**src/rtl/fir_scie_pkg.sv**
```systemverilog
// Shared definitions for the complex-FIR SCIE sequencer.
// Holds the sizing parameters, the SCIE instruction encodings, the sequencer
// state enum, the complex sample type and a small index range helper.
package fir_scie_pkg;

    localparam int NTAPS = 3;   // number of FIR taps / coefficients
    localparam int DW    = 16;  // signed width of one real/imag component
    localparam int GAP   = 1;   // idle cycles between push and read
    localparam int IDXW  = 2;   // coefficient index width

    localparam logic [31:0] INSN_LOAD = 32'h0000000B;
    localparam logic [31:0] INSN_PUSH = 32'h0000002B;
    localparam logic [31:0] INSN_READ = 32'h0000005B;

    typedef enum logic [2:0] {
        ST_IDLE = 3'd0,
        ST_PUSH = 3'd1,
        ST_WAIT = 3'd2,
        ST_READ = 3'd3,
        ST_CAPT = 3'd4
    } state_e;

    typedef struct packed {
        logic signed [DW-1:0] re;
        logic signed [DW-1:0] im;
    } cplx_t;

    // True when a coefficient index addresses a real tap.
    function automatic logic idx_in_range(input logic [IDXW-1:0] idx);
        return (32'(idx) < 32'(NTAPS));
    endfunction

endpackage

```
**src/rtl/fir_scie_outbuf.sv**
```systemverilog
// One-entry valid/ready result register for the sequencer output stream.
// Ports:
//   clock, reset   : clock and asynchronous active-low reset
//   i_load, i_data : capture request and the result to hold
//   o_valid, o_data: buffered result, held stable until i_ready
//   i_ready        : downstream consumer ready
module fir_scie_outbuf
    import fir_scie_pkg::*;
(
    input  logic  clock,
    input  logic  reset,
    input  logic  i_load,
    input  cplx_t i_data,
    output logic  o_valid,
    output cplx_t o_data,
    input  logic  i_ready
);

    // Capture a result on load, release it once the consumer takes it.
    always_ff @(posedge clock or negedge reset) begin
        if (!reset) begin
            o_valid <= 1'b0;
            o_data  <= '0;
        end else if (i_load) begin
            o_valid <= 1'b1;
            o_data  <= i_data;
        end else if (o_valid && i_ready) begin
            o_valid <= 1'b0;
        end else begin
            o_valid <= o_valid;
        end
    end

endmodule

```
**src/rtl/fir_scie_sequencer.sv**
```systemverilog
// Sequencer driving the pipelined complex-FIR SCIE datapath for a stream client.
// Coefficient writes become LOAD instructions in the same cycle; each accepted
// sample becomes PUSH, a GAP-cycle wait, READ, then a capture of the datapath
// result into a one-entry output buffer.
// Ports:
//   clock, reset                         : clock, asynchronous active-low reset
//   coef_valid/ready, coef_idx/real/imag : coefficient write channel
//   in_valid/ready, in_real/imag         : sample input stream
//   out_valid/ready, out_real/imag       : result output stream
//   scie_valid, scie_insn, scie_rs1_*,
//   scie_rs2, scie_rd_*                  : SCIE datapath instruction port
//   loaded                               : every tap written since reset
//   err_idx                              : sticky out-of-range index flag
module fir_scie_sequencer
    import fir_scie_pkg::*;
(
    input  logic                 clock,
    input  logic                 reset,
    input  logic                 coef_valid,
    output logic                 coef_ready,
    input  logic [IDXW-1:0]      coef_idx,
    input  logic signed [DW-1:0] coef_real,
    input  logic signed [DW-1:0] coef_imag,
    input  logic                 in_valid,
    output logic                 in_ready,
    input  logic signed [DW-1:0] in_real,
    input  logic signed [DW-1:0] in_imag,
    output logic                 out_valid,
    input  logic                 out_ready,
    output logic signed [DW-1:0] out_real,
    output logic signed [DW-1:0] out_imag,
    output logic                 scie_valid,
    output logic [31:0]          scie_insn,
    output logic signed [DW-1:0] scie_rs1_real,
    output logic signed [DW-1:0] scie_rs1_imag,
    output logic [31:0]          scie_rs2,
    input  logic signed [DW-1:0] scie_rd_real,
    input  logic signed [DW-1:0] scie_rd_imag,
    output logic                 loaded,
    output logic                 err_idx
);

    localparam int              GCW      = (GAP > 1) ? $clog2(GAP) : 1;
    localparam logic [GCW-1:0]  GAP_LAST = GCW'(GAP - 1);

    state_e           r_state;
    state_e           w_state_nxt;
    logic             r_run;      // low during reset and its first clock after
    logic [GCW-1:0]   r_gap_cnt;
    logic [NTAPS-1:0] r_mask;
    logic             r_loaded;
    logic             r_err_idx;
    cplx_t            r_rs1;      // last operand 1 driven (or queued sample)
    logic [31:0]      r_rs2;

    logic             w_idle;
    logic             w_coef_fire;
    logic             w_in_fire;
    logic             w_load_issue;
    logic [NTAPS-1:0] w_mask_bit;
    cplx_t            w_coef;
    cplx_t            w_rd;
    cplx_t            w_out_data;
    logic             w_out_valid;

    assign w_idle       = (r_state == ST_IDLE);
    assign w_coef_fire  = coef_valid & coef_ready;
    assign w_in_fire    = in_valid & in_ready;
    assign w_load_issue = w_coef_fire & idx_in_range(coef_idx);
    assign w_mask_bit   = {{(NTAPS-1){1'b0}}, 1'b1} << coef_idx;
    assign w_coef       = '{re: coef_real, im: coef_imag};
    assign w_rd         = '{re: scie_rd_real, im: scie_rd_imag};

    // State register.
    always_ff @(posedge clock or negedge reset) begin
        if (!reset) begin
            r_state <= ST_IDLE;
        end else begin
            r_state <= w_state_nxt;
        end
    end

    // Next-state logic: IDLE -> PUSH -> WAIT (GAP cycles) -> READ -> CAPT -> IDLE.
    always_comb begin
        w_state_nxt = r_state;
        case (r_state)
            ST_IDLE: begin
                if (w_in_fire) begin
                    w_state_nxt = ST_PUSH;
                end else begin
                    w_state_nxt = ST_IDLE;
                end
            end
            ST_PUSH: begin
                if (GAP == 0) begin
                    w_state_nxt = ST_READ;
                end else begin
                    w_state_nxt = ST_WAIT;
                end
            end
            ST_WAIT: begin
                if (r_gap_cnt == GAP_LAST) begin
                    w_state_nxt = ST_READ;
                end else begin
                    w_state_nxt = ST_WAIT;
                end
            end
            ST_READ: w_state_nxt = ST_CAPT;
            ST_CAPT: w_state_nxt = ST_IDLE;
            default: w_state_nxt = ST_IDLE;
        endcase
    end

    // Output logic: handshakes and the SCIE instruction port.
    always_comb begin
        coef_ready = r_run & w_idle;
        // A coefficient write on the same cycle wins over a sample.
        in_ready   = r_run & w_idle & r_loaded & (~w_out_valid | out_ready) & ~coef_valid;
        scie_valid = 1'b0;
        scie_insn  = 32'h00000000;
        case (r_state)
            ST_IDLE: begin
                if (w_load_issue) begin
                    scie_valid = 1'b1;
                    scie_insn  = INSN_LOAD;
                end else begin
                    scie_valid = 1'b0;
                    scie_insn  = 32'h00000000;
                end
            end
            ST_PUSH: begin
                scie_valid = 1'b1;
                scie_insn  = INSN_PUSH;
            end
            ST_READ: begin
                scie_valid = 1'b1;
                scie_insn  = INSN_READ;
            end
            default: begin
                scie_valid = 1'b0;
                scie_insn  = 32'h00000000;
            end
        endcase
        // Operands are live for a LOAD, otherwise the last value is held.
        if (w_load_issue) begin
            scie_rs1_real = coef_real;
            scie_rs1_imag = coef_imag;
            scie_rs2      = {{(32-IDXW){1'b0}}, coef_idx};
        end else begin
            scie_rs1_real = r_rs1.re;
            scie_rs1_imag = r_rs1.im;
            scie_rs2      = r_rs2;
        end
    end

    // Run flag, wait counter, operand hold, coefficient mask and error flag.
    always_ff @(posedge clock or negedge reset) begin
        if (!reset) begin
            r_run     <= 1'b0;
            r_gap_cnt <= '0;
            r_rs1     <= '0;
            r_rs2     <= 32'h00000000;
            r_mask    <= '0;
            r_loaded  <= 1'b0;
            r_err_idx <= 1'b0;
        end else begin
            r_run <= 1'b1;
            if (r_state == ST_WAIT) begin
                r_gap_cnt <= r_gap_cnt + GCW'(1);
            end else begin
                r_gap_cnt <= '0;
            end
            if (w_load_issue) begin
                r_rs1    <= w_coef;
                r_rs2    <= {{(32-IDXW){1'b0}}, coef_idx};
                r_mask   <= r_mask | w_mask_bit;
                r_loaded <= &(r_mask | w_mask_bit);
            end else if (w_in_fire) begin
                r_rs1 <= '{re: in_real, im: in_imag};
            end else begin
                r_rs1 <= r_rs1;
            end
            if (w_coef_fire && !idx_in_range(coef_idx)) begin
                r_err_idx <= 1'b1;
            end else begin
                r_err_idx <= r_err_idx;
            end
        end
    end

    fir_scie_outbuf u_outbuf (
        .clock   (clock),
        .reset   (reset),
        .i_load  (r_state == ST_CAPT),
        .i_data  (w_rd),
        .o_valid (w_out_valid),
        .o_data  (w_out_data),
        .i_ready (out_ready)
    );

    assign out_valid = w_out_valid;
    assign out_real  = w_out_data.re;
    assign out_imag  = w_out_data.im;
    assign loaded    = r_loaded;
    assign err_idx   = r_err_idx;

endmodule
```
**config.mk**
```make
export PLATFORM = sky130hd
export DESIGN_NAME = fir_scie_sequencer
export DESIGN_NICKNAME = d
export VERILOG_FILES = /design/src/rtl/fir_scie_pkg.sv /design/src/rtl/fir_scie_outbuf.sv /design/src/rtl/fir_scie_sequencer.sv
export SDC_FILE = /design/constraint.sdc
export NUM_CORES = 1
export LEC_CHECK = 0
export ABC_AREA = 1
export CAP_MARGIN = 20
export CORE_MARGIN = 2
export CORE_UTILIZATION = 60
export DETAILED_ROUTE_END_ITERATION = 6
export DONT_BUFFER_PORTS = 1
export HOLD_SLACK_MARGIN = 0.1
export PLACE_DENSITY = 0.76
export SYNTH_ARGS = -nofsm -noshare
export SYNTH_HDL_FRONTEND = slang
export SYNTH_HIERARCHICAL = 1
export SYNTH_SLANG_ARGS = --single-unit
```
**constraint.sdc**
```tcl
create_clock -name clock -period 1.9 [get_ports clock]
set_input_delay 0.285 -clock clock [delete_from_list [all_inputs] [get_ports clock]]
set_output_delay 0.285 -clock clock [all_outputs]
set_load 0.005 [all_outputs]
```
Word-level counts from Yosys, hierarchy flattened
Index checks and enable logic that the tools add are counted.
{"block": "op_classes", "n_shift": 1, "addsub": 1, "n_mux": 15, "magnitude_cmp": 1, "bitwise_logic": 11, "reduce_logical": 8, "eq_ne": 4}
{"op": "32-bit two-way mux", "n": 3}
{"op": "32-bit one-hot mux with 3 select lines", "n": 1}
{"op": "16-bit two-way mux", "n": 2}
{"op": "3-bit one-hot mux with 4 select lines", "n": 1}
{"op": "1-bit bitwise AND", "n": 7}
{"op": "3-bit by 2-bit == test with 1-bit output (second input constant)", "n": 2}
{"op": "1-bit two-way mux", "n": 6}
{"op": "4-bit two-way mux", "n": 1}
{"op": "2-bit nonzero test", "n": 2}
{"op": "3-bit by 1-bit == test with 1-bit output (second input constant)", "n": 1}
{"op": "3-bit == test (second input constant)", "n": 1}
{"op": "3-bit zero test", "n": 1}
{"op": "3-bit OR", "n": 1}
{"op": "3-bit AND reduction", "n": 1}
{"op": "1-bit by 2-bit << shifter with 3-bit output (first input constant)", "n": 1}
{"op": "1-bit logical AND", "n": 2}
{"op": "2-bit less-than comparator (second input constant)", "n": 1}
{"op": "1-bit NOT", "n": 2}
{"op": "1-bit one-hot mux with 2 select lines", "n": 1}
{"op": "2-bit OR reduction", "n": 1}
{"op": "1-bit adder (second input constant)", "n": 1}
{"op": "1-bit zero test", "n": 1}
{"op": "1-bit OR", "n": 1}
{"block": "word_totals", "regBits": 107, "in_bits": 103, "wordCells": 53, "out_inout_bits": 134}

Longest topological paths before layout
Gate-level depths: netlist (run 1).
{"block": "depth", "ltp_word": 8, "depth_mapped": 8}

By module
Netlist (run 1), hierarchy kept.
{"mod": "fir_scie_sequencer", "area_each_um2": 3966.3, "cells_each": 532, "seq_area_each_um2": 1851.8, "instances": 1}
{"mod": "fir_scie_outbuf", "area_each_um2": 1326.3, "cells_each": 140, "seq_area_each_um2": 825.8, "instances": 1}

Worst setup path after synthesis (run 1)
Ideal clock, no wire load.
{"block": "synth_path", "kind": "reg2out", "start": "reg r_state[1]", "end": "out scie_insn[0]", "stages_incl_launch_ff": 9, "setup_slack_ns": 0.161, "t_arrival_ns": 1.454, "n_path_buf": 3, "path_cell_list": "dfrtp_1 -> nor2_2 -> nand4_4 -> nor2_2 -> inv_2 -> buf_2 -> buf_2 -> nand2_1 -> buf_4"}
{"block": "synth_via", "elab_chain_cells": 6}
{"element": "start, declared", "line_no": "fir_scie_sequencer.sv:46", "text": "state_e r_state;"}
{"element": "start signal, assigned", "line_no": "fir_scie_sequencer.sv:79", "text": "r_state <= w_state_nxt;"}
{"element": "3-bit zero test", "line_no": "fir_scie_sequencer.sv:66, fir_scie_sequencer.sv:121"}
{"element": "1-bit bitwise AND", "line_no": "fir_scie_sequencer.sv:116", "text": "coef_ready = r_run & w_idle;"}
{"element": "1-bit bitwise AND", "line_no": "fir_scie_sequencer.sv:67", "text": "assign w_coef_fire = coef_valid & coef_ready;"}
{"element": "1-bit bitwise AND", "line_no": "fir_scie_sequencer.sv:69", "text": "assign w_load_issue = w_coef_fire & idx_in_range(coef_idx);"}
{"element": "4-bit two-way mux", "line_no": "fir_scie_sequencer.sv:123", "text": "if (w_load_issue) begin"}
{"element": "32-bit one-hot mux with 3 select lines (*)", "line_no": "fir_scie_sequencer.sv:121", "text": "case (r_state)"}
{"element": "end, declared", "line_no": "fir_scie_sequencer.sv:33", "text": "output logic [31:0] scie_insn,"}
Every way passes the cells marked *; elsewhere a longest branch is shown, timed or not.

Worst setup path in the final report (run 1)
{"block": "layout_path", "start": "reg r_state[0]", "end": "out scie_rs2[1]"}
{"block": "layout_via", "elab_chain_cells": 5}
{"element": "3-bit zero test", "line_no": "fir_scie_sequencer.sv:66", "text": "assign w_idle = (r_state == ST_IDLE);"}
{"element": "1-bit bitwise AND", "line_no": "fir_scie_sequencer.sv:116"}
{"element": "1-bit bitwise AND", "line_no": "fir_scie_sequencer.sv:67"}
{"element": "1-bit bitwise AND", "line_no": "fir_scie_sequencer.sv:69"}
{"element": "32-bit two-way mux"}
{"element": "end, declared", "line_no": "fir_scie_sequencer.sv:36", "text": "output logic [31:0] scie_rs2,"}
Every way passes these cells.

==> results.ini, run 1 <==
[outcome]
status = finished, violations left
violations = hold timing, setup timing

[route]
wl_um = 14100
drt-pass1-iter-count = 5
viasPerCell = 5.40
vias = 4495
drt_iter0_drc = 163
wire_per_inst_um = 16.9
drc_errors = 0
antenna_left = 0

[placement]
gp_congestion = 0.843
dp_hpwl_um = 8010
port_buffers = 0
placed_area_um2 = 5230
dp_slack_ns = 0.206

[logic_synthesis]
netlist_area_um2 = 5290
synth.avg_cell_area_um2 = 7.88
yosys.area.top_type = dfrtp_1
syn_inst = 672
synth_flop_cell = dfrtp_1
synth_seq_cells = 107
yosysUniqueCellTypes = 24
yosysWarnings = 6
async_flop_share = 1.00
yosys-top-cells-count = nand2_1, dfrtp_1, inv_1, nand3_1, nor2_1
yosys.area.top_type_share = 0.506
synth_area_leaders = dfrtp_1, nand2_1, nand3_1, inv_1, buf_4
synth-edff-count = 0
yosysMostFrequentCell = nand2_1
synth.yosys.seq_area_share = 0.506

[sta]
holdWs_ns = -0.402
rsz0062_at_grt = yes
fin_crit_sh = 1.05
finalMaxSlewViolations = 0
layout_min_cycle_time_ns = 1.99
layout_setup_ws_ns = -0.0935
skew_ns = 0.0155
setup_tns_ns = -3.18
hold_violations = 107
setup_violations = 49
fmax_mhz = 502

[setup_path]
cp.depth = 7
path_class = register to output port
critPathRequiredTime_ns = 1.62
cp-start-kind = register
rr_worst_depth = 10
r2r-end = r_rs1[10]$_DFFE_PN0P_
critPathArrivalTime_ns = 1.71
r2r_slack_ns = 0.09
worstPathMaxFanout = 9
reg2reg_from = r_state[0]$_DFF_PN0_
endpoint = scie_rs2[1]
endpoint_kind = output port
worstSetupStartpoint = r_state[0]$_DFF_PN0_
crit_buf_inv = 3
cp_top_family = simple AND/OR/NAND/NOR gates
slowest_delay_ns = 0.42
crit_path_cell_trace = nor2_4 > nand4_4 > nor2_4 > buf_12 > inv_16 > buf_4 > o21ai_4
slowest_stage = dfrtp_1
cp_common_cell = nor2_4

[pwr]
power_mw = 8.04
powerDensity_nw_per_um2 = 1220
cellLeakagePower_nw = 3.45
max-vdd-ir-drop_v = 0.000572

[global_route]
grt_max_degree = 108
grtUsageTotal = 0.280
grt_pass1_vias = 4342
antenna_found_initial = 0
grt.overflow.total = 0
grt_pass1_wl_um = 21500

[layout]
syn2layout_area_growth_pct = 24.3
final_area_um2 = 6580
drive_gt1_frac = 0.204
nets = 822
antenna-diode-count = 0

[die]
die-area_um2 = 9590
die_w_um = 97.9
die_h_um = 97.9
ios = 237
start_util = 0.613
core_area_um2 = 8640
row_count = 34

[clocking]
clkSinkCount = 107
cts_max_path_buffers = 2
cts_htree_levels = 3
cts_tree = done
cts-root-buf = clkbuf_8
insertion_delay_ns = 0.37
numCtsBuffers = 9
clk_pin_slew_ns = 0.10
hold_buffers = 33

[worst_hold_path]
holdCritPathClass = input port to asynchronous set/reset pin

[job]
drv_cap = 0

-- cell usage in the layout (no fill, tap or decap), drive strengths merged --
| cell | netlist | layout |
|---|---|---|
| nand3 | 67 | 67 |
| buf | 51 | 37 |
| dlygate4sd3 | 0 | 33 |
| conb | 2 | 27 |
| nand2 | 267 | 267 |
| bufinv | 0 | 1 |
| a21boi | 1 | 1 |
| clkbuf | 15 | 15 |
| nor3 | 2 | 2 |
| nand4 | 1 | 1 |
| nor2 | 40 | 40 |
| clkinv | 0 | 3 |
| o21ai | 10 | 10 |
| o21bai | 33 | 33 |
| bufbuf | 0 | 1 |
| inv | 76 | 79 |
| dfrtp | 107 | 107 |
-- routing by layer --
| metal | track usage | vias to the layer above | part of all wire |
|---|---|---|---|
| met5 | 0 | - | 0 |
| met4 | 0.0908 | 0 | 0.021 |
| met3 | 0.0694 | 22 | 0.078 |
| met2 | 0.492 | 208 | 0.52 |
| met1 | 0.340 | 2190 | 0.38 |
| li1 | - | 2075 | - |
-- how the worst min path moves through the flow --
stage               depth (start not counted)                               to  slack (ns)  start
CTS                                         0  u_outbuf/o_data[27]$_DFFE_PN0P_       -0.42  reset
floorplan                                   0              err_idx$_DFFE_PN0P_       -0.01  reset
global route                                0  u_outbuf/o_data[27]$_DFFE_PN0P_       -0.44  reset
detailed placement                          0  u_outbuf/o_data[27]$_DFFE_PN0P_      -0.007  reset
finish                                      0  u_outbuf/o_data[27]$_DFFE_PN0P_       -0.40  reset
global placement                            0  u_outbuf/o_data[27]$_DFFE_PN0P_      -0.007  reset
-- timing repair --
action	CTS	global route
pin swaps	13	6
hold endpoints to repair	140	107
setup buffers	12	7
endpoints found under the setup margin	68	99
cloned	6	4
gates resized for setup	33	104
-- metrics by stage --
| step | utilization | instances |
|---|---|---|
| floorplan | - | 697 |
| global placement | 0.605 | 755 |
| detailed placement | 0.605 | 755 |
| CTS | 0.706 | 822 |
| global route | 0.762 | 832 |
| finish | 0.762 | 832 |
-- power by group --
part	internal (mW)	leakage [nW]	total, mW	switching (mW)
Clock	0.619	0.0979	1.37	0.749
Combinational	1.27	2.00	2.93	1.66
Sequential	3.05	1.35	3.74	0.683
-- layout make-up --
cell class	instances	area, um^2
flip-flops and latches	107	2680
fillers	588	2060
inverters	76	312
multi-input cells	448	2360
clock buffers	11	131
clock inverters	5	61.3
repair inverters	2	22.5
well taps	108	135
repair buffers	75	881
-- cells by family (layout without fill, tap and decap cells) --
kind of cell	after synthesis	after routing	synth area share
and+or+nand+nor	377	377	0.294
buffers and inverters	142	169	0.141
DFF	107	107	0.506
AOI/OAI and AO/OA	44	44	0.0577
other	2	27	0.00142
-- state kept, by name (all words and copies together), names as in the netlist --
register          cells
r_rs2                32
u_outbuf/o_data      32
loaded                1
u_outbuf/o_valid      1
r_state               3
r_run                 1
err_idx               1
r_rs1                32
r_gap_cnt             1
r_mask                3
Note: power is estimated with default switching activity, not from simulation.
==> run 2, diff against run 1 <==
RECOVER_POWER = 100   (was default)
==> results.ini, run 2 (synthesized netlist as in run 1, its figures left out) <==
[sta]
fin_crit_sh = 1.05  ; about the same
setup_violations = 49  ; unchanged
layout_setup_ws_ns = -0.0936  ; was -0.0935 ns
skew_ns = 0.0157  ; was 0.0155 ns
worstMarginPinSlew_ns = 0.694
fmax_mhz = 502  ; about the same
relSlewSlack = 0.537
rsz0062_at_grt = yes  ; unchanged
setup_tns_ns = -3.18  ; about the same
layout_min_cycle_time_ns = 1.99  ; about the same
hold_violations = 107  ; unchanged
holdWs_ns = -0.402  ; about the same
finalMaxSlewViolations = 0  ; unchanged

[route]
drt-pass1-iter-count = 5  ; unchanged
wire_per_inst_um = 16.9  ; about the same
wl_um = 14000  ; was 14100 um
drt_iter0_drc = 160  ; was 163
drc_errors = 0  ; unchanged
viasPerCell = 5.40  ; about the same
vias = 4494  ; was 4495
antenna_left = 0  ; unchanged

[layout]
regArea_um2 = 2680  ; unchanged
top_regs = r_rs1 (32), r_rs2 (32), u_outbuf/o_data (32)  ; unchanged
mostFrequentLayoutCells = nand2_1, dfrtp_1, inv_1, nand3_1, nand2_2  ; unchanged
final_common_cell = nand2_1  ; unchanged
final_area_um2 = 6560  ; was 6580 um^2
nets = 822  ; unchanged
fill_cells = 588  ; unchanged
syn2layout_area_growth_pct = 23.9  ; was 24.3%
antenna-diode-count = 0  ; unchanged
multiInputGateArea_um2 = 2360  ; unchanged
drive_gt1_frac = 0.203  ; was 0.204
post-route-util = 0.759  ; was 0.762

[global_route]
grtUsageTotal = 0.280  ; unchanged
antenna_found_initial = 0  ; unchanged
grt_pass1_wl_um = 21500  ; unchanged
met2_usage = 0.492  ; unchanged
grt_max_degree = 108  ; unchanged
globalRoute.busiestLayer = met2  ; unchanged
grt_pass1_vias = 4342  ; unchanged
met3_usage = 0.0694  ; unchanged
grt_use_met1 = 0.340  ; unchanged
grt.overflow.total = 0  ; unchanged

[setup_path]
cp-start-kind = register  ; unchanged
path_class = register to output port  ; unchanged
slowest_stage = dfrtp_1  ; unchanged
critPathRequiredTime_ns = 1.62  ; about the same
slowest_delay_ns = 0.42  ; about the same
endpoint_kind = output port  ; unchanged
cp_common_cell = nor2_4  ; unchanged
worstPathMaxFanout = 9  ; unchanged
crit_path_cell_trace = nor2_4 > nand4_4 > nor2_4 > buf_12 > inv_16 > buf_4 > o21ai_4  ; unchanged
critPathArrivalTime_ns = 1.71  ; about the same

[placement]
port_buffers = 0  ; unchanged
placed_area_um2 = 5230  ; unchanged
dp_hpwl_um = 8010  ; unchanged
gp_congestion = 0.843  ; unchanged

[pwr]
power_mw = 8.01  ; was 8.04 mW
max-vdd-ir-drop_v = 0.000571  ; was 0.000572 V
powerDensity_nw_per_um2 = 1220  ; about the same
cellLeakagePower_nw = 3.44  ; was 3.45 nW

[clocking]
cts-root-buf = clkbuf_8  ; unchanged
cts_max_path_buffers = 2  ; unchanged
clkSinkCount = 107  ; unchanged
numCtsBuffers = 9  ; unchanged
cts_tree = done  ; unchanged
clk_pin_slew_ns = 0.10  ; about the same
insertion_delay_ns = 0.37  ; about the same
hold_buffers = 33  ; unchanged
cts_htree_levels = 3  ; unchanged

[outcome]
status = finished, violations left  ; unchanged
violations = hold timing, setup timing  ; unchanged

[die]
core_area_um2 = 8640  ; unchanged
die_w_um = 97.9  ; unchanged
ios = 237  ; unchanged
die-area_um2 = 9590  ; unchanged
row_count = 34  ; unchanged
die_h_um = 97.9  ; unchanged
start_util = 0.613  ; unchanged

[worst_hold_path]
holdCritPathClass = input port to asynchronous set/reset pin  ; unchanged

[job]
drv_cap = 0  ; unchanged

[run 2: path summary, 6_finish.rpt]
path	startpoint	end	slack, ns	cells past startpoint
min	reset	u_outbuf/o_data[27]$_DFFE_PN0P_	-0.40	0
max	r_state[0]$_DFF_PN0_	scie_rs2[1]	-0.09	7
max reg2reg	r_state[1]$_DFF_PN0_	u_outbuf/o_data[19]$_DFFE_PN0P_	0.07	6
min in group clock	coef_real[14]	r_rs1[30]$_DFFE_PN0P_	0.15	4
max in group asynchronous	reset	r_rs1[26]$_DFFE_PN0P_	2.14	0
min reg2reg	r_gap_cnt$_DFF_PN0_	r_gap_cnt$_DFF_PN0_	0.42	1
[run 2: repair_timing]
| item | in CTS | in global routing |
|---|---|---|
| pin swaps | 13 | 6 |
| resized for setup | 33 | 104 |
| buffers inserted | 12 | 7 |
| gates cloned | 6 | 4 |
| hold endpoints to repair | 140 | 107 |
| setup endpoints to repair | 68 | 99 |
[run 2: per-layer routing]
layer / part of all wire / wire (um)
met5: 0 / 0
met2: 0.53 / 7390
met4: 0.021 / 291
met1: 0.37 / 5240
met3: 0.079 / 1110
[run 2: cell type report]
class	instances	area share
Sequential cell	107	0.408
Multi-Input combinational cell	448	0.359
Clock inverter	5	0.00935
Timing Repair inverter	2	0.00343
Inverter	76	0.0475
Tap cell	108	0.0206
Timing Repair Buffer	75	0.131
Clock buffer	11	0.0200
[run 2: power breakdown]
part | switching, mW | total, mW | internal [mW]
clock network | 0.748 | 1.37 | 0.619
logic | 1.66 | 2.91 | 1.25
registers | 0.683 | 3.74 | 3.05
[run 2: worst max-delay path, delay by kind of cell, from the launching register on]
family / cells / cell delay [ns]
compound gates: 1 / 0.16
buf+inv: 3 / 0.35
flops: 1 / 0.42
simple gates: 3 / 0.44
[run 2: through the flow]
step,setup WS [ns],std cells
finish,-0.0936,832
global route,-0.214,832
CTS,-0.0888,822
detailed placement,0.206,755
global placement,0.285,755
floorplan,0.161,697
